**src/rtl/mips_pkg.sv**
```systemverilog
// rtl/mips_pkg.sv - shared opcodes, widths and constants for the MIPS decode stage
//
// Purpose : common definitions imported by the ID stage and its register file.
// Contents: opcode constants, nop encoding, datapath/address/specifier widths.
// Config  : none (the ID_BRANCH_FWD_EN build option lives in id_pipe_stage.sv).
package mips_pkg;

    localparam int ADDR_W = 10;
    localparam int DATA_W = 32;
    localparam int REG_AW = 5;

    localparam logic [5:0] OP_RTYPE = 6'h00;
    localparam logic [5:0] OP_J     = 6'h02;
    localparam logic [5:0] OP_BEQ   = 6'h04;
    localparam logic [5:0] OP_LW    = 6'h23;
    localparam logic [5:0] OP_SW    = 6'h2B;

    localparam logic [31:0] INSTR_NOP = 32'h0;

endpackage

```
**src/rtl/id_pipe_stage_if.sv**
```systemverilog
// rtl/id_pipe_stage_if.sv - signal bundle between the pipeline and the ID stage
//
// Purpose : groups every non-clock/reset signal of id_pipe_stage.
// Modports: master - surrounding pipeline (drives fetch/EX/MEM/WB inputs)
//           slave  - the ID stage (drives redirect, stall and decoded operands)
// Config  : none; identical in both ID_BRANCH_FWD_EN builds.
interface id_pipe_stage_if #(
    parameter int ADDR_W = mips_pkg::ADDR_W,
    parameter int DATA_W = mips_pkg::DATA_W
);
    // inputs to the ID stage
    logic              en;
    logic [ADDR_W-1:0] pc_plus4;
    logic [DATA_W-1:0] instr;
    logic              mem_read_ex;
    logic              reg_write_ex;
    logic [4:0]        write_reg_ex;
    logic              reg_write_mem;
    logic [4:0]        write_reg_mem;
    logic [DATA_W-1:0] alu_result_mem;
    logic              reg_write_wb;
    logic [4:0]        write_reg_wb;
    logic [DATA_W-1:0] write_data_wb;
    // outputs of the ID stage
    logic [ADDR_W-1:0] branch_address;
    logic [ADDR_W-1:0] jump_address;
    logic              branch_taken;
    logic              jump;
    logic              if_en;
    logic              id_bubble;
    logic [ADDR_W-1:0] pc_plus4_id;
    logic [DATA_W-1:0] instr_id;
    logic [DATA_W-1:0] reg1;
    logic [DATA_W-1:0] reg2;
    logic [DATA_W-1:0] imm_value;
    logic [4:0]        rs;
    logic [4:0]        rt;
    logic [4:0]        rd;
    logic [5:0]        opcode;
    logic [5:0]        funct;

    modport master (
        output en, pc_plus4, instr, mem_read_ex, reg_write_ex, write_reg_ex,
               reg_write_mem, write_reg_mem, alu_result_mem,
               reg_write_wb, write_reg_wb, write_data_wb,
        input  branch_address, jump_address, branch_taken, jump, if_en, id_bubble,
               pc_plus4_id, instr_id, reg1, reg2, imm_value, rs, rt, rd, opcode, funct
    );

    modport slave (
        input  en, pc_plus4, instr, mem_read_ex, reg_write_ex, write_reg_ex,
               reg_write_mem, write_reg_mem, alu_result_mem,
               reg_write_wb, write_reg_wb, write_data_wb,
        output branch_address, jump_address, branch_taken, jump, if_en, id_bubble,
               pc_plus4_id, instr_id, reg1, reg2, imm_value, rs, rt, rd, opcode, funct
    );

endinterface

```
**src/rtl/register_file.sv**
```systemverilog
// rtl/register_file.sv - 2-read/1-write register file with write-through reads
//
// Purpose : architectural registers; r0 is hard-wired to zero.
// Ports   : clk, reset (sync, active-high, clears every register)
//           raddr1_i/raddr2_i -> rdata1_o/rdata2_o (combinational)
//           we_i, waddr_i, wdata_i (written on the rising edge when waddr_i != 0)
module register_file
    import mips_pkg::*;
#(
    parameter int DATA_W = mips_pkg::DATA_W,
    parameter int NREG   = 32
) (
    input  logic              clk,
    input  logic              reset,
    input  logic [REG_AW-1:0] raddr1_i,
    input  logic [REG_AW-1:0] raddr2_i,
    output logic [DATA_W-1:0] rdata1_o,
    output logic [DATA_W-1:0] rdata2_o,
    input  logic              we_i,
    input  logic [REG_AW-1:0] waddr_i,
    input  logic [DATA_W-1:0] wdata_i
);

    logic [DATA_W-1:0] regs_q [NREG];
    logic              wr_valid;

    assign wr_valid = we_i && (waddr_i != '0);

    always_ff @(posedge clk) begin
        if (reset) begin
            for (int i = 0; i < NREG; i++) begin
                regs_q[i] <= '0;
            end
        end else if (wr_valid) begin
            regs_q[waddr_i] <= wdata_i;
        end
    end

    // Write-through lets WB and ID share a cycle without a separate bypass path.
    always_comb begin
        rdata1_o = regs_q[raddr1_i];
        if (raddr1_i == '0) begin
            rdata1_o = '0;
        end else if (wr_valid && (waddr_i == raddr1_i)) begin
            rdata1_o = wdata_i;
        end
    end

    always_comb begin
        rdata2_o = regs_q[raddr2_i];
        if (raddr2_i == '0) begin
            rdata2_o = '0;
        end else if (wr_valid && (waddr_i == raddr2_i)) begin
            rdata2_o = wdata_i;
        end
    end

endmodule

```
**src/rtl/id_pipe_stage.sv**
```systemverilog
// rtl/id_pipe_stage.sv - MIPS decode stage: IF/ID register, register file, beq resolve, hazards
//
// Purpose : holds the IF/ID register, reads operands, resolves beq/j in ID,
//           detects load-use and branch-operand hazards and stalls fetch.
// Ports   : clk, reset (sync, active-high)
//           bus (id_pipe_stage_if.slave): fetch inputs, EX/MEM/WB hazard and
//           writeback inputs; redirect, stall and decoded-operand outputs.
// Config  : ID_BRANCH_FWD_EN - when defined, beq compares use alu_result_mem
//           for a matching MEM-stage producer instead of stalling on it.
module id_pipe_stage #(
    parameter int ADDR_W = mips_pkg::ADDR_W,
    parameter int DATA_W = mips_pkg::DATA_W,
    parameter int NREG   = 32
) (
    input  logic             clk,
    input  logic             reset,
    id_pipe_stage_if.slave   bus
);
    import mips_pkg::*;

    logic [DATA_W-1:0] instr_id_q, instr_id_d;
    logic [ADDR_W-1:0] pc_plus4_id_q, pc_plus4_id_d;

    logic [4:0]        rs_w, rt_w;
    logic [5:0]        opcode_w;
    logic [DATA_W-1:0] reg1_w, reg2_w, imm_w;
    logic [DATA_W-1:0] cmp_a, cmp_b;
    logic              is_beq, is_j;
    logic              ex_match, mem_match;
    logic              load_use, branch_hazard, stall;
    logic              branch_taken_w, jump_w;

    assign opcode_w = instr_id_q[31:26];
    assign rs_w     = instr_id_q[25:21];
    assign rt_w     = instr_id_q[20:16];
    assign imm_w    = {{(DATA_W-16){instr_id_q[15]}}, instr_id_q[15:0]};
    assign is_beq   = (opcode_w == OP_BEQ);
    assign is_j     = (opcode_w == OP_J);

    register_file #(
        .DATA_W (DATA_W),
        .NREG   (NREG)
    ) u_register_file (
        .clk      (clk),
        .reset    (reset),
        .raddr1_i (rs_w),
        .raddr2_i (rt_w),
        .rdata1_o (reg1_w),
        .rdata2_o (reg2_w),
        .we_i     (bus.reg_write_wb),
        .waddr_i  (bus.write_reg_wb),
        .wdata_i  (bus.write_data_wb)
    );

    // A nonzero destination in EX/MEM that matches either source specifier.
    assign ex_match  = (bus.write_reg_ex != '0) &&
                       ((bus.write_reg_ex == rs_w) || (bus.write_reg_ex == rt_w));
    assign mem_match = (bus.write_reg_mem != '0) &&
                       ((bus.write_reg_mem == rs_w) || (bus.write_reg_mem == rt_w));

    assign load_use = bus.mem_read_ex && ex_match;

`ifdef ID_BRANCH_FWD_EN
    logic fwd_a, fwd_b;
    assign fwd_a = bus.reg_write_mem && (bus.write_reg_mem != '0) && (bus.write_reg_mem == rs_w);
    assign fwd_b = bus.reg_write_mem && (bus.write_reg_mem != '0) && (bus.write_reg_mem == rt_w);
    assign cmp_a = fwd_a ? bus.alu_result_mem : reg1_w;
    assign cmp_b = fwd_b ? bus.alu_result_mem : reg2_w;
    assign branch_hazard = is_beq && bus.reg_write_ex && ex_match;
    logic unused_mem_match;
    assign unused_mem_match = mem_match;
`else
    // Without the MEM bypass the beq waits one extra cycle for the value to reach WB.
    assign cmp_a = reg1_w;
    assign cmp_b = reg2_w;
    assign branch_hazard = is_beq && ((bus.reg_write_ex && ex_match) ||
                                      (bus.reg_write_mem && mem_match));
    logic unused_alu_result;
    assign unused_alu_result = ^bus.alu_result_mem;
`endif

    assign stall          = load_use || branch_hazard;
    assign branch_taken_w = is_beq && (cmp_a == cmp_b) && !stall;
    assign jump_w         = is_j && !stall;

    // IF/ID next state: hold on en=0 or stall, flush the wrong-path fetch on redirect.
    always_comb begin
        instr_id_d    = instr_id_q;
        pc_plus4_id_d = pc_plus4_id_q;
        if (bus.en && !stall) begin
            if (branch_taken_w || jump_w) begin
                instr_id_d    = INSTR_NOP;
                pc_plus4_id_d = '0;
            end else begin
                instr_id_d    = bus.instr;
                pc_plus4_id_d = bus.pc_plus4;
            end
        end
    end

    always_ff @(posedge clk) begin
        if (reset) begin
            instr_id_q    <= INSTR_NOP;
            pc_plus4_id_q <= '0;
        end else begin
            instr_id_q    <= instr_id_d;
            pc_plus4_id_q <= pc_plus4_id_d;
        end
    end

    assign bus.branch_address = pc_plus4_id_q + {imm_w[ADDR_W-3:0], 2'b00};
    assign bus.jump_address   = {instr_id_q[ADDR_W-3:0], 2'b00};
    assign bus.branch_taken   = branch_taken_w;
    assign bus.jump           = jump_w;
    assign bus.if_en          = !stall;
    assign bus.id_bubble      = stall;
    assign bus.pc_plus4_id    = pc_plus4_id_q;
    assign bus.instr_id       = instr_id_q;
    assign bus.reg1           = reg1_w;
    assign bus.reg2           = reg2_w;
    assign bus.imm_value      = imm_w;
    assign bus.rs             = rs_w;
    assign bus.rt             = rt_w;
    assign bus.rd             = instr_id_q[15:11];
    assign bus.opcode         = opcode_w;
    assign bus.funct          = instr_id_q[5:0];

endmodule

```
**src/flat_wrapper.sv**
```systemverilog
// flat-port wrapper written by rule: the top's interface ports become plain ports
module id_pipe_stage_flat import mips_pkg::*;
#(
    parameter int ADDR_W = mips_pkg::ADDR_W,
    parameter int DATA_W = mips_pkg::DATA_W,
    parameter int NREG   = 32
)
  (clk, reset, bus_en, bus_pc_plus4, bus_instr, bus_mem_read_ex, bus_reg_write_ex, bus_write_reg_ex, bus_reg_write_mem, bus_write_reg_mem, bus_alu_result_mem, bus_reg_write_wb, bus_write_reg_wb, bus_write_data_wb, bus_branch_address, bus_jump_address, bus_branch_taken, bus_jump, bus_if_en, bus_id_bubble, bus_pc_plus4_id, bus_instr_id, bus_reg1, bus_reg2, bus_imm_value, bus_rs, bus_rt, bus_rd, bus_opcode, bus_funct);
  id_pipe_stage_if #(.ADDR_W(ADDR_W), .DATA_W(DATA_W)) bus_i ();
  input  logic clk;
  input  logic reset;
  input wire logic [$bits(bus_i.en)-1:0] bus_en;
  input wire logic [$bits(bus_i.pc_plus4)-1:0] bus_pc_plus4;
  input wire logic [$bits(bus_i.instr)-1:0] bus_instr;
  input wire logic [$bits(bus_i.mem_read_ex)-1:0] bus_mem_read_ex;
  input wire logic [$bits(bus_i.reg_write_ex)-1:0] bus_reg_write_ex;
  input wire logic [$bits(bus_i.write_reg_ex)-1:0] bus_write_reg_ex;
  input wire logic [$bits(bus_i.reg_write_mem)-1:0] bus_reg_write_mem;
  input wire logic [$bits(bus_i.write_reg_mem)-1:0] bus_write_reg_mem;
  input wire logic [$bits(bus_i.alu_result_mem)-1:0] bus_alu_result_mem;
  input wire logic [$bits(bus_i.reg_write_wb)-1:0] bus_reg_write_wb;
  input wire logic [$bits(bus_i.write_reg_wb)-1:0] bus_write_reg_wb;
  input wire logic [$bits(bus_i.write_data_wb)-1:0] bus_write_data_wb;
  output wire logic [$bits(bus_i.branch_address)-1:0] bus_branch_address;
  output wire logic [$bits(bus_i.jump_address)-1:0] bus_jump_address;
  output wire logic [$bits(bus_i.branch_taken)-1:0] bus_branch_taken;
  output wire logic [$bits(bus_i.jump)-1:0] bus_jump;
  output wire logic [$bits(bus_i.if_en)-1:0] bus_if_en;
  output wire logic [$bits(bus_i.id_bubble)-1:0] bus_id_bubble;
  output wire logic [$bits(bus_i.pc_plus4_id)-1:0] bus_pc_plus4_id;
  output wire logic [$bits(bus_i.instr_id)-1:0] bus_instr_id;
  output wire logic [$bits(bus_i.reg1)-1:0] bus_reg1;
  output wire logic [$bits(bus_i.reg2)-1:0] bus_reg2;
  output wire logic [$bits(bus_i.imm_value)-1:0] bus_imm_value;
  output wire logic [$bits(bus_i.rs)-1:0] bus_rs;
  output wire logic [$bits(bus_i.rt)-1:0] bus_rt;
  output wire logic [$bits(bus_i.rd)-1:0] bus_rd;
  output wire logic [$bits(bus_i.opcode)-1:0] bus_opcode;
  output wire logic [$bits(bus_i.funct)-1:0] bus_funct;
  assign bus_i.en = bus_en;
  assign bus_i.pc_plus4 = bus_pc_plus4;
  assign bus_i.instr = bus_instr;
  assign bus_i.mem_read_ex = bus_mem_read_ex;
  assign bus_i.reg_write_ex = bus_reg_write_ex;
  assign bus_i.write_reg_ex = bus_write_reg_ex;
  assign bus_i.reg_write_mem = bus_reg_write_mem;
  assign bus_i.write_reg_mem = bus_write_reg_mem;
  assign bus_i.alu_result_mem = bus_alu_result_mem;
  assign bus_i.reg_write_wb = bus_reg_write_wb;
  assign bus_i.write_reg_wb = bus_write_reg_wb;
  assign bus_i.write_data_wb = bus_write_data_wb;
  assign bus_branch_address = bus_i.branch_address;
  assign bus_jump_address = bus_i.jump_address;
  assign bus_branch_taken = bus_i.branch_taken;
  assign bus_jump = bus_i.jump;
  assign bus_if_en = bus_i.if_en;
  assign bus_id_bubble = bus_i.id_bubble;
  assign bus_pc_plus4_id = bus_i.pc_plus4_id;
  assign bus_instr_id = bus_i.instr_id;
  assign bus_reg1 = bus_i.reg1;
  assign bus_reg2 = bus_i.reg2;
  assign bus_imm_value = bus_i.imm_value;
  assign bus_rs = bus_i.rs;
  assign bus_rt = bus_i.rt;
  assign bus_rd = bus_i.rd;
  assign bus_opcode = bus_i.opcode;
  assign bus_funct = bus_i.funct;
  id_pipe_stage #(.ADDR_W(ADDR_W), .DATA_W(DATA_W), .NREG(NREG)) u_core (.clk(clk), .reset(reset), .bus(bus_i));
endmodule
```
**config.mk**
```make
export PLATFORM = sky130hd
export DESIGN_NAME = id_pipe_stage_flat
export DESIGN_NICKNAME = d
export VERILOG_FILES = /design/src/rtl/mips_pkg.sv /design/src/rtl/id_pipe_stage_if.sv /design/src/rtl/register_file.sv /design/src/rtl/id_pipe_stage.sv /design/src/flat_wrapper.sv
export SDC_FILE = /design/constraint.sdc
export NUM_CORES = 2
export LEC_CHECK = 0
export BUFFER_PORTS_ARGS = -buffer_cell sky130_fd_sc_hd__buf_2
export CAP_MARGIN = 30
export CORE_ASPECT_RATIO = 0.5
export CORE_MARGIN = 2
export CORE_UTILIZATION = 50
export CTS_BUF_LIST = sky130_fd_sc_hd__clkbuf_8
export DETAILED_ROUTE_END_ITERATION = 6
export GPL_TIMING_DRIVEN = 0
export HOLD_SLACK_MARGIN = 0.03
export PLACE_DENSITY = 0.67
export SLEW_MARGIN = 20
export SYNTH_ARGS = -nofsm -noshare
export SYNTH_HDL_FRONTEND = slang
export SYNTH_HIERARCHICAL = 1
export SYNTH_SLANG_ARGS = --single-unit
```
**constraint.sdc**
```tcl
create_clock -name clk -period 8.9 [get_ports clk]
set_input_delay 1.78 -clock clk [delete_from_list [all_inputs] [get_ports clk]]
set_output_delay 1.78 -clock clk [all_outputs]
set_load 0.005 [all_outputs]
```
==> key figures <==
Timing
  • Clock Skews: 0.0387 ns
  • Fin crit period: 9.08 ns
  • RSZ-0062 raised after global routing: false
  • Final Hold Vio Count: 0
  • Worst Hold Slack: 0.522 ns
  • Tcrit/Tclk final: 102%
  • Max-slew headroom: between 10% and 20%
  • Setup WS post-layout: -0.180 ns
  • Setup Viol. Count Final: 1
  • Achievable clock frequency: 0.110 GHz
  • Slew Limit Fails: 0
  • Slew @ Worst Pin: around 1.3 ns

Setup path
  • Critical Path Start Type: flop
  • Crit path launch: u_core/bus.instr_id[16]$_SDFFE_PP0P_
  • Worst Setup EP: bus_branch_taken
  • CP max stage delay: about 1.1 ns
  • CP Data Required Time: 7.12 ns
  • Crit Path Class: reg -> out
  • Slowest CP cell: a221oi_1
  • CP endpoint kind: output pin
  • Worst R2R Path Depth: 15
  • Worst r2r dst: u_core/bus.instr_id[29]$_SDFFE_PP0P_
  • Arrival @ worst endpoint: 7.30 ns
  • Crit Path Max Fanout: 10
  • Setup slack, reg-to-reg: 2.12 ns
  • Most used cell, CP: buf_6
  • Worst flop-to-flop path startpoint: u_core/bus.instr_id[16]$_SDFFE_PP0P_
  • Critical-path cell list: buf_6 -> buf_6 -> buf_6 -> buf_4 -> mux2i_1 -> a221oi_1 -> a22oi_1 -> a21oi_1 -> a211o_1 -> xnor2_1 -> nand4_1 -> or4_1 -> nor2_1 -> buf_2

CTS
  • CTS root buffer: clkbuf_8
  • Cts bufs inserted: 158
  • Clock-pin slew on the worst setup and hold paths: about 0.07 ns
  • Hold buffers post-CTS: 0
  • H-tree levels: 4
  • CTS max path bufs: 3
  • Clock tree sinks: between 1000 and 1500
  • Clock Latency Late Sink: 0.91 ns
  • CTS tree: yes

Route
  • WL/cell: about 43 um
  • Final ANT Viol Nets: 0
  • DRC viols: 9
  • Pre-antenna DRT Iters: 6
  • Vias per cell: 7.01
  • Final wirelength: around 280000 um
  • Initial DRC count: between 8000 and 9000
  • Via Count: 46100

Pwr
  • Seq pwr share: about 47%
  • Power per cell area: 189 mW/mm^2
  • Combinational share of power: 21.4%
  • P_leak: approximately 0.023 uW
  • Sw Ratio: 32.4%
  • Maximum VDD drop: 0.000141 V
  • Clock share of power: 31.3%
  • Psw: 4080 uW
  • P_int: around 8500 uW

Final layout
  • Layout Nets: 4969
  • Layout cells sized above 1: 24.9%
  • Finished Layout Cells: around 6600
  • Area grow syn2layout: 12.4%
  • Most common cell after layout, fill and taps aside: edfxtp_1
  • Fillers: between 9000 and 10000
  • Most frequent cells in the layout: 1024 x edfxtp_1, 962 x and2_1, 356 x mux4_2

Outcome
  • Failing checks: design-rule violations, negative setup slack
  • Status: complete, but fails checks

Hold path
  • Worst Hold Class: reg -> reg

Synthesis
  • Yosys reg bits: 1066
  • Syn avg cell area: 13.8 um^2
  • Asr flop ratio synth: 0%
  • Sequential-to-total area share from yosys stat: between 50% and 60%
  • Post-synth EDFFs: 1024
  • Synth Instances: 4306
  • Yosys Warn Count: 6
  • Dominant register cell in the synthesized netlist: edfxtp_1
  • Synth cell types: between 80 and 90
  • Mapped Area: just under 0.06 mm^2

GRT
  • Number of global-route vias before repair: 42700
  • Overall routing resource usage: between 40% and 50%
  • Grt total ovfl: 0
  • First-pass GRT wire length: 370000 um
  • Pin count of the biggest net entering global routing: 33
  • Antenna violations before repair: 37

Placement
  • Post-DP HPWL: 207000 um
  • Dpl cells: 6252
  • Post-Place Setup Slack: 0.815 ns
  • I/O Buffers: 277
  • GPL Wtd Cong: 1.08

Floorplanning
  • Starting density of the core: 50.4%
  • I/O pins: 317
  • Rows: 89
  • Die H: 247 um
  • Die Area: around 0.12 mm^2
  • Core Region: roughly 0.12 mm^2
  • Die X: 491 um

Job
  • Max-cap viol count: 0
-- routing by layer --
metal  GRT usage [%]  part of all wire [%]  up-vias  wire (um)
met2            60.8                    39     4481     111000
met3            31.5                    21      628      58700
met4            16.4                   3.8       24      10800
met1            58.6                    36    23600     103000
li1                -                     -    17300          -
met5            3.01                  0.28        -        801
-- cell type report --
class                   count  area [um^2]  area share (%)
clock inverters           123          641           0.961
repair buffers            335         2230            3.35
multi-input cells        2748        25200            37.7
flip-flops and latches   1066        31600            47.4
plain buffers             512         2690            4.03
inverters                  12         45.0          0.0676
diodes                     19         47.5          0.0713
clock buffers             164         2260            3.39
well taps                1592         1990            2.99
-- cells by family after synthesis --
kind of cell | share of synthesized area (%)
other cells | 0.0127
mux | 20.3
xor+xnor | 1.00
compound gates | 6.65
fa+ha+maj | 0.182
buf+inv | 4.56
flops | 53.3
simple gates | 14.0
-- timing repair --
| item | CTS | global route |
|---|---|---|
| setup endpoints to repair | 1 | 1 |
| gates resized for setup | 2 | 4 |
| endpoints found under the hold margin | 0 | 0 |
| pin swaps | 0 | 0 |
| setup buffers | 0 | 0 |
-- power by group through the flow --
stage | logic [uW] | registers [uW] | clock network (uW)
detailed placement | 2490 | 6050 | 0
floorplan | 1290 | 5970 | 0
global route | 2660 | 5970 | 4150
global placement | 2430 | 6030 | 0
finish | 2700 | 5950 | 3940
CTS | 2500 | 5940 | 3930
-- registers in the layout (all words and copies together) (netlist names) --
| name | flops |
|---|---|
| u_core/bus.instr_id | 32 |
| u_core/bus.pc_plus4_id | 10 |
| u_core/u_register_file/regs_q | 1024 |
-- cell usage after synthesis, types with 14 or more instances --
library cell	number	area, um^2
a221oi_1	35	307
buf_6	36	405
mux4_2	356	8020
nand2_1	176	661
xnor2_1	37	324
xor2_1	31	272
clkbuf_1	302	1130
and3_1	14	87.6
and2_1	962	6020
mux2_2	35	394
nor3_1	44	220
a32o_1	32	320
dfxtp_1	42	841
edfxtp_1	1024	30700
mux2i_1	334	3340
o221ai_1	33	289
buf_2	63	315
a21oi_1	83	415
o21ai_0	28	140
or2_2	34	213
nand2b_1	51	319
o32ai_2	36	586
buf_4	98	736
a22oi_1	66	495
a211oi_1	45	338
nor2_1	68	255
o22ai_1	39	244
-- how the worst min path moves through the flow --
stage	start	endpoint	slack [ns]	depth (start not counted)
floorplan	u_core/bus.pc_plus4_id[6]$_SDFFE_PP0P_	u_core/bus.pc_plus4_id[6]$_SDFFE_PP0P_	0.49	2
global placement	u_core/bus.pc_plus4_id[8]$_SDFFE_PP0P_	u_core/bus.pc_plus4_id[8]$_SDFFE_PP0P_	0.50	2
detailed placement	u_core/bus.pc_plus4_id[8]$_SDFFE_PP0P_	u_core/bus.pc_plus4_id[8]$_SDFFE_PP0P_	0.51	2
CTS	u_core/bus.pc_plus4_id[9]$_SDFFE_PP0P_	u_core/bus.pc_plus4_id[9]$_SDFFE_PP0P_	0.52	2
global route	u_core/bus.pc_plus4_id[7]$_SDFFE_PP0P_	u_core/bus.pc_plus4_id[7]$_SDFFE_PP0P_	0.54	2
finish	u_core/bus.pc_plus4_id[7]$_SDFFE_PP0P_	u_core/bus.pc_plus4_id[7]$_SDFFE_PP0P_	0.52	2
-- critical path, delay by kind of cell, from the launching register on --
family	cells	cell delay [ns]
mux	1	0.25
simple gates	3	1.58
buf+inv	5	1.81
xor+xnor	1	0.39
flops	1	0.58
compound gates	4	1.73
-- stage by stage --
step | instance area [um^2] | power, uW | utilization, % | TNS [ns]
finish | 66600 | 12600 | 56.6 | -0.180
global route | 66600 | 12800 | 56.6 | 0
global placement | 62800 | 8460 | 53.3 | 0
floorplan | 59400 | 7270 | - | 0
CTS | 66500 | 12400 | 56.5 | 0
detailed placement | 63600 | 8540 | 54.0 | 0
Note: power is estimated with default switching activity, not from simulation.
